==> config.mk <==
export PLATFORM = sky130hd
export DESIGN_NAME = alu_pipe_hs
export DESIGN_NICKNAME = d
export VERILOG_FILES = /design/src/rtl/alu_pkg.sv /design/src/rtl/alu_seq_mult.sv /design/src/rtl/alu_pipe_hs.sv
export SDC_FILE = /design/constraint.sdc
export NUM_CORES = 1
export LEC_CHECK = 0
export ABC_AREA = 1
export CORE_UTILIZATION = 26
export CTS_BUF_LIST = sky130_fd_sc_hd__clkbuf_8
export DETAILED_ROUTE_END_ITERATION = 8
export PLACE_DENSITY_LB_ADDON = 0.12
export SYNTH_ARGS = -nofsm -noshare
export SYNTH_HDL_FRONTEND = slang
export SYNTH_SLANG_ARGS = --single-unit
==> constraint.sdc <==
create_clock -name Clk -period 4.5 [get_ports Clk]
set_clock_uncertainty 0.1 [all_clocks]
set_input_delay 0.9 -clock Clk [delete_from_list [all_inputs] [get_ports Clk]]
set_output_delay 0.9 -clock Clk [all_outputs]
set_load 0.01 [all_outputs]
==> src/rtl/alu_pkg.sv <==
// Shared opcodes, FSM encoding and the single-cycle operation evaluator for the EX-stage ALU.
// The evaluator works on 64-bit zero-extended operands, so widths up to 64 are supported.
package alu_pkg;

   localparam int MAXW = 64;

   localparam logic [3:0] OP_ADD     = 4'd0;
   localparam logic [3:0] OP_SUB     = 4'd1;
   localparam logic [3:0] OP_MUL     = 4'd2;
   localparam logic [3:0] OP_AND     = 4'd3;
   localparam logic [3:0] OP_OR      = 4'd4;
   localparam logic [3:0] OP_SLL     = 4'd5;
   localparam logic [3:0] OP_SRL     = 4'd6;
   localparam logic [3:0] OP_SLTU    = 4'd7;
   localparam logic [3:0] OP_SEQ     = 4'd8;
   localparam logic [3:0] OP_SNE     = 4'd9;
   localparam logic [3:0] OP_ABSDIFF = 4'd10;
   localparam logic [3:0] OP_SLT     = 4'd11;
   localparam logic [3:0] OP_SRA     = 4'd12;
   localparam logic [3:0] OP_XOR     = 4'd13;

   typedef enum logic [0:0] {
      S_IDLE     = 1'b0,
      S_MUL_BUSY = 1'b1
   } aluState_t;

   // Signed ops sign-extend from bit w-1; every result is masked back to w bits.
   function automatic logic [MAXW-1:0] evalOp(input logic [3:0] op,
                                              input logic [MAXW-1:0] a,
                                              input logic [MAXW-1:0] b,
                                              input int unsigned w);
      logic [MAXW-1:0] mask;
      logic [MAXW-1:0] shamt;
      logic [MAXW-1:0] aSx;
      logic [MAXW-1:0] bSx;
      logic [MAXW-1:0] res;
      mask  = {MAXW{1'b1}} >> (MAXW - w);
      shamt = b & MAXW'(w - 1);
      aSx   = a[w-1] ? (a | ~mask) : a;
      bSx   = b[w-1] ? (b | ~mask) : b;
      case (op)
         OP_ADD:     res = a + b;
         OP_SUB:     res = a - b;
         OP_AND:     res = a & b;
         OP_OR:      res = a | b;
         OP_SLL:     res = a << shamt;
         OP_SRL:     res = a >> shamt;
         OP_SLTU:    res = MAXW'(a < b);
         OP_SEQ:     res = MAXW'(a == b);
         OP_SNE:     res = MAXW'(a != b);
         OP_ABSDIFF: res = (a >= b) ? (a - b) : (b - a);
         OP_SLT:     res = MAXW'($signed(aSx) < $signed(bSx));
         OP_SRA:     res = $signed(aSx) >>> shamt;
         OP_XOR:     res = a ^ b;
         default:    res = '0;
      endcase
      return res & mask;
   endfunction

endpackage

==> src/rtl/alu_seq_mult.sv <==
// Iterative shift-add multiplier: one multiplier bit per clock, LSB first, always WIDTH steps.
// done marks the step that retires the last bit; product is the accumulator value after that step.
module alu_seq_mult #(
   parameter int WIDTH = 32,
   parameter int CW    = $clog2(WIDTH)
) (
   input  logic             clock,
   input  logic             reset,
   input  logic             start,
   input  logic [WIDTH-1:0] a,
   input  logic [WIDTH-1:0] b,
   output logic             done,
   output logic [WIDTH-1:0] product
);

   logic             busy;
   logic [CW-1:0]    count;
   logic [WIDTH-1:0] mcand;
   logic [WIDTH-1:0] mplier;
   logic [WIDTH-1:0] acc;
   logic [WIDTH-1:0] accNext;

   assign accNext = mplier[0] ? (acc + mcand) : acc;
   assign done    = busy && (count == CW'(WIDTH - 1));
   assign product = accNext;

   // Load on start, then shift the multiplicand up and the multiplier down each step.
   always_ff @(posedge clock or posedge reset) begin
      if (reset) begin
         busy   <= 1'b0;
         count  <= '0;
         mcand  <= '0;
         mplier <= '0;
         acc    <= '0;
      end else if (start) begin
         busy   <= 1'b1;
         count  <= '0;
         mcand  <= a;
         mplier <= b;
         acc    <= '0;
      end else if (busy) begin
         acc    <= accNext;
         mcand  <= mcand << 1;
         mplier <= mplier >> 1;
         count  <= count + CW'(1);
         if (done) begin
            busy <= 1'b0;
         end
      end
   end

endmodule

==> src/rtl/alu_pipe_hs.sv <==
// EX-stage ALU with valid/ready handshakes on both sides and a registered result.
// Single-cycle ops complete on the accept edge; MUL hands off to the shift-add engine.
module alu_pipe_hs
   import alu_pkg::*;
#(
   parameter  int WIDTH = 32,
   localparam int SHW   = $clog2(WIDTH)
) (
   input  logic             Clk,
   input  logic             Reset,
   input  logic             in_valid,
   output logic             in_ready,
   input  logic [3:0]       ALUControl,
   input  logic [WIDTH-1:0] A,
   input  logic [WIDTH-1:0] B,
   output logic             out_valid,
   input  logic             out_ready,
   output logic [WIDTH-1:0] ALUResult,
   output logic             Zero,
   output logic             IllegalOp
);

   aluState_t        state;
   logic             accept;
   logic             startMul;
   logic             multDone;
   logic [WIDTH-1:0] multProduct;
   logic [WIDTH-1:0] opResult;

   assign in_ready = (state == S_IDLE) && (!out_valid || out_ready);
   assign accept   = in_valid && in_ready;
   assign startMul = accept && (ALUControl == OP_MUL);
   assign opResult = WIDTH'(evalOp(ALUControl, MAXW'(A), MAXW'(B), WIDTH));

   alu_seq_mult #(
      .WIDTH (WIDTH),
      .CW    (SHW)
   ) u_mult (
      .clock   (Clk),
      .reset   (Reset),
      .start   (startMul),
      .a       (A),
      .b       (B),
      .done    (multDone),
      .product (multProduct)
   );

   // Accepting a MUL can only happen with the output slot empty or draining, so out_valid drops.
   always_ff @(posedge Clk or posedge Reset) begin
      if (Reset) begin
         state     <= S_IDLE;
         out_valid <= 1'b0;
         ALUResult <= '0;
         Zero      <= 1'b0;
         IllegalOp <= 1'b0;
      end else begin
         case (state)
            S_IDLE: begin
               if (accept) begin
                  if (ALUControl == OP_MUL) begin
                     state     <= S_MUL_BUSY;
                     out_valid <= 1'b0;
                  end else begin
                     ALUResult <= opResult;
                     Zero      <= (opResult == '0);
                     IllegalOp <= (ALUControl > OP_XOR);
                     out_valid <= 1'b1;
                  end
               end else if (out_ready) begin
                  out_valid <= 1'b0;
               end
            end
            S_MUL_BUSY: begin
               if (multDone) begin
                  ALUResult <= multProduct;
                  Zero      <= (multProduct == '0);
                  IllegalOp <= 1'b0;
                  out_valid <= 1'b1;
                  state     <= S_IDLE;
               end
            end
            default: state <= S_IDLE;
         endcase
      end
   end

endmodule

==> run metrics <==
CP Data Required Time=4920 ps; Die Y-Extent=287 um; Rows=104; synth warn=0; post-route ant nets=0; Lkg Pwr=0.0146 uW; Synth Register Bits=138; final wirelength=135000 um; Worst-Margin Slew=1230 ps; die area=82200 um2; Worst Reg-to-Reg Cells=17; Area contributors post-synth=nand2_1 22%, dfrtp_1 16%, nand3_1 13%, ha_1 9.5%, inv_1 7.7%; CTS clk-pin slew, worst paths=100 ps; DR WL met3=7250 um; reg2reg start=u_mult.mcand[5]; worst setup path end=Zero; Root Buffer=clkbuf_8; Synth Net Count=3974; hold_buf cts=0; # Post-CTS Setup Buffers=0; Final WS setup=154 ps; Routed WL per cell=25.2 um; H-tree depth reported by CTS=4; DRC viols=0; Buf/Inv on CP=3; initial antenna violation count=7; vias in the first global route=27.2k; worst vdd ir=0.210 mV; worst rel slew slack=18.1%; drt pass-1 iters=6; Starting DRT DRC Count=2654; Critical Path, Cell by Cell=clkdlybuf4s50_1, inv_1, ha_1, nor2_1, buf_4, nand2_1, nor2_1, and2_1, nand2_1, nand2_1, nand2_1, nand3_1, nand2_1, nor2_1, nand2_1, nor2_1, nand2_1, nor2_1, nand2_1, nand2_1, nand2_1, nand2_1; Slew Viols, Final=0; Post-synth EDFFs=0; # resized after CTS=0; total CTS buffers=17; RSZ-0062 raised after global routing=no; Hold Path Class=flip-flop to flip-flop; layout cells sized above 1=16.2%; Sink Count=138; Post-synth top flop=dfrtp_1; sequential area share after synthesis=16.4%; Syn-to-layout area delta=32.3%; I/O pin cnt=108; outcome=complete, no violations; Longest Clk Path Bufs=2; worst setup path start=B[18]; most numerous cell on the critical path=nand2_1; CTS tree=built; Mapped Area=21100 um2; R2R Setup Slk=890 ps; Slowest cell on crit path=clkdlybuf4s50_1; Detail Placement HPWL=116000 um; fmax=0.230 GHz; CP arrival=4760 ps; minimum clock period=4350 ps; metal1 wirelength=61000 um; CP Depth=22; synthesized area per cell=5.64 um2; pre-CTS WS=-356 ps; critical path's top delay family=simple AND/OR/NAND/NOR gates; Tot GR Track Use=32.7%; top-count cell post-synth=nand2_1; Crit. End Element=flip-flop; MaxCap Viol Count=0; nets=4525; Vias/cell=5.18; Synth top area share=22.0%; synth unique cells=51; type of origin of the critical path=primary input; final setup fails=0; uppermost layer routed=met4; hold path start=ALUResult[19]; Post-Route Setup TNS=0 ps; RD Place Congestion=1.03; Gate Count Post-Synth=3738; crit path max fanout=3; top post-synthesis cells by count=1234 x nand2_1, 548 x nand3_1, 433 x inv_1; first-pass GRT wire length=192000 um; reg2reg end=Zero; WL met2=61100 um; cell taking the most area after synthesis=nand2_1; grt ovf=0; die width=287 um; Clk Latency, worst-skew pair=570 ps; period utilization=96.6%; via count=27.8k; largest net degree at the start of global routing=139; Async S/R FF share, synth=100%; slowest stage delay, CP=730 ps; Starting Density=26.2%; port bufs=107; CP Class=primary input to flip-flop; core area=80400 um2; PD cells=345 nW/um2; Final Hold Viols=0
==> metrics by stage <==
| step | std cells | util, % | power (uW) | hold slack [ps] | cell area (um2) |
|---|---|---|---|---|---|
| floorplan | 3738 | - | 5350 | 353 | 21100 |
| global placement | 5330 | 34.1 | 8360 | 368 | 27400 |
| detailed placement | 5330 | 34.1 | 8340 | 373 | 27400 |
| CTS | 5362 | 34.7 | 9580 | 393 | 27900 |
| global route | 5368 | 34.7 | 10300 | 417 | 27900 |
| finish | 5368 | 34.7 | 9610 | 390 | 27900 |
==> worst min-delay path by stage <==
stage	slack (ps)	cells after the start	end
2_1_floorplan	350	2	u_mult.mplier[31]
3_3_place_gp	370	2	ALUResult[14]
3_5_place_dp	370	2	ALUResult[19]
4_1_cts	390	2	ALUResult[19]
5_1_grt	420	2	ALUResult[0]
6_report	390	2	ALUResult[19]
==> cell type report <==
| cell class | count | area (um2) |
|---|---|---|
| clock inverter | 15 | 199 |
| multi-input combinational | 2992 | 15200 |
| tap | 1060 | 1330 |
| clock buffer | 17 | 234 |
| inverter | 453 | 1710 |
| antenna | 6 | 15.0 |
| sequential | 138 | 3450 |
| fill | 9228 | 52500 |
| timing repair buffer | 687 | 5790 |
==> cell families after synthesis <==
| family | after synthesis | synth area share (%) |
|---|---|---|
| AO/OA/AOI/OAI | 486 | 13.6 |
| flip-flops | 138 | 16.4 |
| XOR/XNOR | 26 | 1.08 |
| buffers and inverters | 608 | 11.8 |
| AND/OR/NAND/NOR | 2316 | 47.2 |
| adder cells (fa/ha/maj) | 164 | 9.88 |
==> state kept, by name, summed over array words and instances (netlist names), 5 cells and up <==
signal / count
ALUResult: 32
u_mult.acc: 32
u_mult.mcand: 32
u_mult.mplier: 32
u_mult.count: 5
==> worst reg2reg max path, delay by kind of cell, from the launching register on <==
family | cells | cell delay, ps
AND/OR/NAND/NOR | 14 | 2010
AO/OA/AOI/OAI | 1 | 500
flip-flops | 1 | 460
adder cells (fa/ha/maj) | 1 | 390
buffers and inverters | 1 | 120
==> power breakdown <==
group	internal [uW]	leakage (uW)	total, uW	switching (uW)
Sequential	1720	0.00181	2160	445
Combinational	2260	0.0126	6250	3990
Clock	604	0.000222	1200	592
Total	4580	0.0146	9610	5030
==> layer usage <==
metal / track usage, % / up-vias
li1: - / 13300
met1: 44.2 / 13300
met2: 52.9 / 1024
met3: 3.16 / 191
met4: 14.0 / 0
met5: 0 / -
==> layout by cell type, fill, tap and decap left out, types with 71 or more instances in the layout <==
| cell | instances |
|---|---|
| nand4_1 | 71 |
| buf_4 | 550 |
| o21ai_0 | 172 |
| nand3_1 | 548 |
| clkdlybuf4s50_1 | 104 |
| ha_1 | 160 |
| a21oi_1 | 149 |
| nor2_1 | 337 |
| nand2_1 | 1234 |
| inv_1 | 430 |
| dfrtp_1 | 138 |
No activity file was read; power rests on OpenSTA's default activity.
